### src/rtl/sat_pkg.sv
// Shared SAT-engine constants and the BCP sequencer state encoding.
package sat_pkg;
    localparam int VAR_BITS     = 8;
    localparam int CT_BITS      = 13;
    localparam int CLAUSE_BITS  = 13;
    localparam int DRAIN_CYCLES = 3;

    typedef enum logic [2:0] {
        IDLE,
        VSE_RD,
        VSE_LAT,
        ISSUE,
        DRAIN,
        DONE
    } bcp_seq_state_t;
endpackage

### src/rtl/bcp_issue_pipe.sv
// Two-stage valid/cdb_addr shift that tracks clause-table reads through to eval_en.
module bcp_issue_pipe #(
    parameter int CLAUSE_BITS = 13
) (
    input  logic                   clock,
    input  logic                   reset,
    input  logic                   issue,
    input  logic                   flush,
    input  logic [CLAUSE_BITS-1:0] ct_q,
    output logic [CLAUSE_BITS-1:0] cdb_addr,
    output logic                   eval_en,
    output logic                   empty
);
    logic                   v0_q;
    logic                   v1_q;
    logic [CLAUSE_BITS-1:0] cdb_q;

    always_ff @(posedge clock) begin
        if (reset || flush) begin
            v0_q <= 1'b0;
            v1_q <= 1'b0;
        end else begin
            v0_q <= issue;
            v1_q <= v0_q;
        end
    end

    // v0 marks the cycle ct_q carries the issued clause; capture it only then.
    always_ff @(posedge clock) begin
        if (reset) begin
            cdb_q <= '0;
        end else if (v0_q) begin
            cdb_q <= ct_q;
        end
    end

    assign cdb_addr = cdb_q;
    assign eval_en  = v1_q;
    assign empty    = !v0_q && !v1_q;
endmodule

### src/rtl/bcp_sequencer.sv
// Sequences BCP for one assigned variable: range lookup, clause issue, drain, done.
module bcp_sequencer #(
    parameter int VAR_BITS     = sat_pkg::VAR_BITS,
    parameter int CT_BITS      = sat_pkg::CT_BITS,
    parameter int CLAUSE_BITS  = sat_pkg::CLAUSE_BITS,
    parameter int DRAIN_CYCLES = sat_pkg::DRAIN_CYCLES
) (
    input  logic                   clock,
    input  logic                   reset,
    input  logic                   start,
    input  logic [VAR_BITS-1:0]    var_idx,
    input  logic                   stall,
    input  logic                   conflict,
    input  logic [2*CT_BITS-1:0]   vse_q,
    input  logic [CLAUSE_BITS-1:0] ct_q,
    output logic [VAR_BITS-1:0]    vse_addr,
    output logic [CT_BITS-1:0]     ct_addr,
    output logic [CLAUSE_BITS-1:0] cdb_addr,
    output logic                   eval_en,
    output logic                   busy,
    output logic                   done,
    output logic                   aborted,
    output logic [CT_BITS-1:0]     clause_cnt
);
    import sat_pkg::*;

    localparam int DC_W = (DRAIN_CYCLES > 1) ? $clog2(DRAIN_CYCLES) : 1;

    bcp_seq_state_t      state_q, state_d;
    logic [VAR_BITS-1:0] vse_addr_q, vse_addr_d;
    logic [CT_BITS-1:0]  ptr_q, ptr_d;
    logic [CT_BITS-1:0]  end_q, end_d;
    logic [CT_BITS-1:0]  ct_addr_q, ct_addr_d;
    logic [CT_BITS-1:0]  cnt_q, cnt_d;
    logic [DC_W-1:0]     drain_q, drain_d;
    logic                aborted_q, aborted_d;
    logic                issue;
    logic                flush;
    logic                pipe_empty;

    always_comb begin
        state_d    = state_q;
        vse_addr_d = vse_addr_q;
        ptr_d      = ptr_q;
        end_d      = end_q;
        ct_addr_d  = ct_addr_q;
        cnt_d      = cnt_q;
        drain_d    = '0;
        aborted_d  = aborted_q;
        issue      = 1'b0;
        flush      = 1'b0;

        case (state_q)
            IDLE: begin
                if (start) begin
                    vse_addr_d = var_idx;
                    cnt_d      = '0;
                    aborted_d  = 1'b0;
                    state_d    = VSE_RD;
                end
            end
            VSE_RD: state_d = VSE_LAT;
            VSE_LAT: begin
                ptr_d   = vse_q[CT_BITS-1:0];
                end_d   = vse_q[2*CT_BITS-1:CT_BITS];
                state_d = (vse_q[CT_BITS-1:0] >= vse_q[2*CT_BITS-1:CT_BITS]) ? DONE : ISSUE;
            end
            ISSUE: begin
                if (!stall) begin
                    issue     = 1'b1;
                    ct_addr_d = ptr_q;
                    ptr_d     = ptr_q + 1'b1;
                    cnt_d     = cnt_q + 1'b1;
                    if (ptr_q == end_q - 1'b1) begin
                        state_d = DRAIN;
                    end
                end
            end
            DRAIN: begin
                drain_d = drain_q;
                if (pipe_empty) begin
                    if (int'(drain_q) >= DRAIN_CYCLES - 1) begin
                        state_d = DONE;
                    end else begin
                        drain_d = drain_q + 1'b1;
                    end
                end
            end
            DONE:    state_d = IDLE;
            default: state_d = IDLE;
        endcase

        // A conflict overrides everything, including a simultaneous last issue.
        if (conflict && state_q != IDLE && state_q != DONE) begin
            issue     = 1'b0;
            flush     = 1'b1;
            ptr_d     = ptr_q;
            ct_addr_d = ct_addr_q;
            cnt_d     = cnt_q;
            aborted_d = 1'b1;
            state_d   = DONE;
        end
    end

    always_ff @(posedge clock) begin
        if (reset) begin
            state_q    <= IDLE;
            vse_addr_q <= '0;
            ptr_q      <= '0;
            end_q      <= '0;
            ct_addr_q  <= '0;
            cnt_q      <= '0;
            drain_q    <= '0;
            aborted_q  <= 1'b0;
        end else begin
            state_q    <= state_d;
            vse_addr_q <= vse_addr_d;
            ptr_q      <= ptr_d;
            end_q      <= end_d;
            ct_addr_q  <= ct_addr_d;
            cnt_q      <= cnt_d;
            drain_q    <= drain_d;
            aborted_q  <= aborted_d;
        end
    end

    bcp_issue_pipe #(
        .CLAUSE_BITS(CLAUSE_BITS)
    ) u_issue_pipe (
        .clock   (clock),
        .reset   (reset),
        .issue   (issue),
        .flush   (flush),
        .ct_q    (ct_q),
        .cdb_addr(cdb_addr),
        .eval_en (eval_en),
        .empty   (pipe_empty)
    );

    assign vse_addr   = vse_addr_q;
    assign ct_addr    = issue ? ptr_q : ct_addr_q;
    assign busy       = (state_q != IDLE);
    assign done       = (state_q == DONE);
    assign aborted    = done && aborted_q;
    assign clause_cnt = cnt_q;
endmodule

### config.mk
export PLATFORM = sky130hd
export DESIGN_NAME = bcp_sequencer
export DESIGN_NICKNAME = d
export VERILOG_FILES = /design/src/rtl/sat_pkg.sv /design/src/rtl/bcp_issue_pipe.sv /design/src/rtl/bcp_sequencer.sv
export SDC_FILE = /design/constraint.sdc
export NUM_CORES = 1
export LEC_CHECK = 0
export CORE_UTILIZATION = 40
export DETAILED_ROUTE_END_ITERATION = 10
export GPL_TIMING_DRIVEN = 0
export MAX_ROUTING_LAYER = met4
export PLACE_DENSITY_LB_ADDON = 0.12
export SLEW_MARGIN = 10
export SYNTH_ARGS = -nofsm -noshare
export SYNTH_HDL_FRONTEND = slang
export SYNTH_SLANG_ARGS = --single-unit
### constraint.sdc
create_clock -name clock -period 3.05 [get_ports clock]
set_input_delay 0.305 -clock clock [delete_from_list [all_inputs] [get_ports clock]]
set_output_delay 0.305 -clock clock [all_outputs]
set_load 0.02 [all_outputs]
==> flow_summary.toml <==
[timing]
fin_crit_sh_pct = 92.26
whs_ns = 0.4044
finalHoldViolations = 0
period_minus_slack_ns = 2.814
rsz0062_at_grt = "false"
fmax_mhz = 355.4
tightest_slew_ns = 0.6557
skew_ns = 0.01399
setup_tns_ns = 0
relSlewSlack_pct = 56.29
slew_viol_final = 0
setup_viol = 0

[clock_network]
clk_pin_slew_worst_paths_ns = 0.10
cts_hold_buf = 0
clockRootBuffer = "clkbuf_8"
cts.path.max_buffers = 2
cts_setup_buffers = 0
cts_tree = "yes"
worstSkewPairLatency_ns = 0.37
clock-sinks = 81
cts_max_level = 3
cts_buffers = 9

[routing]
wirelength_mm = 12.25
drc = 0
antenna_left = 0
avgRoutedWirePerCell_um = 15.86
drtIter0Drc = 160
vias = 4106
vias_per_cell = 5.319
first_pass_iters = 5

[logic_synthesis]
synth_area_per_cell_um2 = 8.387
synth_flop_cell = "dfxtp_1"
synth_top_family_by_area = "simple AND/OR/NAND/NOR gates"
synth_edf_count = 0
synth_adder_area_share_pct = 4.886
synthArstFlopShare_pct = 0
synth_cell_types = 64
yosysMostFrequentCell = "dfxtp_1"
synth.area.top_cells = "dfxtp_1, nor2_1, mux2i_1"
seq_area_frac_synth_pct = 37.25
synthMuxAreaShare_pct = 8.422
synthTopCellsByCount = "dfxtp_1, nor2_1, nand2_1"
yosys_warnings = 0
synth_largest_area_cell = "dfxtp_1"
synth_compound_area_share_pct = 15.09
synth_nets = 588
synthSimpleGateAreaFrac_pct = 23.02
synth_area_um2 = 4353
ys_seq_elements = 81
syn_inst = 519
synth_top_area_share_pct = 37.25
synth_xor_area_share_pct = 6.237

[worst_setup_path]
r2r_setup_slack_ns = 0.46
crit_slowest_cell = "clkdlybuf4s50_1"
ff2ff_path_depth = 9
r2r_end = "state_q[1]"
reg2reg_from = "end_q[0]"
crit_chain = "inv_2 > nand2_1 > nor3_4 > buf_4 > mux2_1 > clkdlybuf4s50_1"
start_kind = "flip-flop"
path_max_fanout = 10
required_ns = 2.74
crit_type = "reg -> out"
cpPeakStageDelay_ns = 0.54
worstPathArrival_ns = 2.51
end_kind = "output port"

[min_path]
hold_depth = 3
whs_endpoint = "aborted_q"
hold_path.class = "in -> reg"
hp-start = "conflict"

[cells_and_area]
antennaDiodeCount = 0
nets = 700
fillers = 1012
area_growth_pct = 32.08
final_layout_size_suffix_gt1_share_pct = 5.503

[place]
io_buffer_count = 101
hpwlAfterDp_mm = 9.302
routabilityCongestion = 0.8619

[die]
core_area_um2 = 10420
die_h_um = 106.3
die_area_um2 = 11300
start_util_pct = 41.79
num_io_pins = 103
die_w_um = 106.3
std_cell_rows = 37

[power]
p_leak_nw = 2.100
powerDensity_nw_per_um2 = 518.4
ir_drop_uv = 360.9
total_power_mw = 2.980

[global_routing]
antenna_found_initial = 0
grt_usage_pct = 23.26
grt_pass1_wl_mm = 20.04
grt.overflow.total = 0
grt_pass1_vias = 4013
grt_max_degree = 16

[job]
max-cap-violations = 0

[status]
status = "finished clean"
## report_power, final
group	internal (mW)	total (mW)	switching, mW
Combinational	0.417	0.956	0.540
Sequential	1.13	1.20	0.0738
Clock	0.389	0.821	0.432
Total	1.93	2.98	1.05
## through the flow
step	setup slack (ns)	area, um^2	util (%)	std cells
after global placement	0.06079	5534	53.13	756
final	0.2361	5749	55.20	772
after detailed placement	0.05061	5534	53.13	756
after global routing	0.06367	5749	55.20	772
after CTS	0.09919	5741	55.11	772
after floorplan	0.9076	4353	-	519
## worst max-delay path, delay by kind of cell, from the launching register on
family	cells	cell delay, ns
muxes	1	0.36
and+or+nand+nor	2	0.47
buffers and inverters	3	0.93
DFF	1	0.38
## worst max-delay path by stage
stage,from,to,cells past startpoint
finish,state_q[2],ct_addr[2],6
global route,state_q[2],ct_addr[2],6
CTS,state_q[2],ct_addr[2],6
detailed placement,stall,ct_addr[2],5
global placement,stall,ct_addr[2],5
floorplan,end_q[0],state_q[0],8
## sequential cells by signal, summed over array words and instances (netlist names)
signal,cells
ct_addr_q,13
vse_addr,8
u_issue_pipe.v0_q,1
ptr_q,13
u_issue_pipe.cdb_addr,13
state_q,3
drain_q,2
clause_cnt,13
aborted_q,1
end_q,13
u_issue_pipe.eval_en,1
## kinds of logic (layout without fill, tap and decap cells)
logic type,Yosys count,count (layout)
AO/OA/AOI/OAI,102,102
XOR/XNOR,31,31
AND/OR/NAND/NOR,198,198
flip-flops,81,81
multiplexers,35,35
adder cells (fa/ha/maj),17,17
buffers and inverters,55,172
## cell type report
cell class | instances | area (um^2) | area share, %
multi-input cells | 383 | 2521 | 43.85
flip-flops and latches | 81 | 1622 | 28.20
repair buffers | 101 | 1011 | 17.58
well taps | 136 | 170.2 | 2.960
plain buffers | 31 | 133.9 | 2.329
clock buffers | 9 | 123.9 | 2.155
inverters | 24 | 90.09 | 1.567
clock inverters | 7 | 77.57 | 1.349
## cell usage in the layout, fill, tap and decap left out, types with 11 or more instances in the layout
cell,synthesis,final
nand2_1,54,54
xor2_1,12,12
inv_1,22,22
mux2_1,11,11
dfxtp_1,81,81
a21oi_1,32,32
ha_1,17,17
mux2i_1,22,22
o21ai_1,14,14
xnor2_1,19,19
nor2b_1,17,17
nor2_1,60,60
clkbuf_1,23,23
nand3_1,12,12
clkdlybuf4s50_1,0,101
## timing repair
item / in CTS / in global routing
setup endpoints to repair: 10 / 10
gates resized for setup: 1 / 3
endpoints found under the hold margin: 0 / 0
## per-layer routing
| layer | wire (um) | up-vias | part of all wire [%] | track usage, % |
|---|---|---|---|---|
| met5 | 0 | - | 0 | - |
| met4 | 221 | 0 | 1.8 | 6.944 |
| met3 | 632 | 17 | 5.2 | 5.457 |
| met2 | 5916 | 115 | 48 | 37.76 |
| met1 | 5476 | 1930 | 45 | 28.64 |
| li1 | - | 2044 | - | - |
Note: power is estimated with default switching activity, not from simulation.
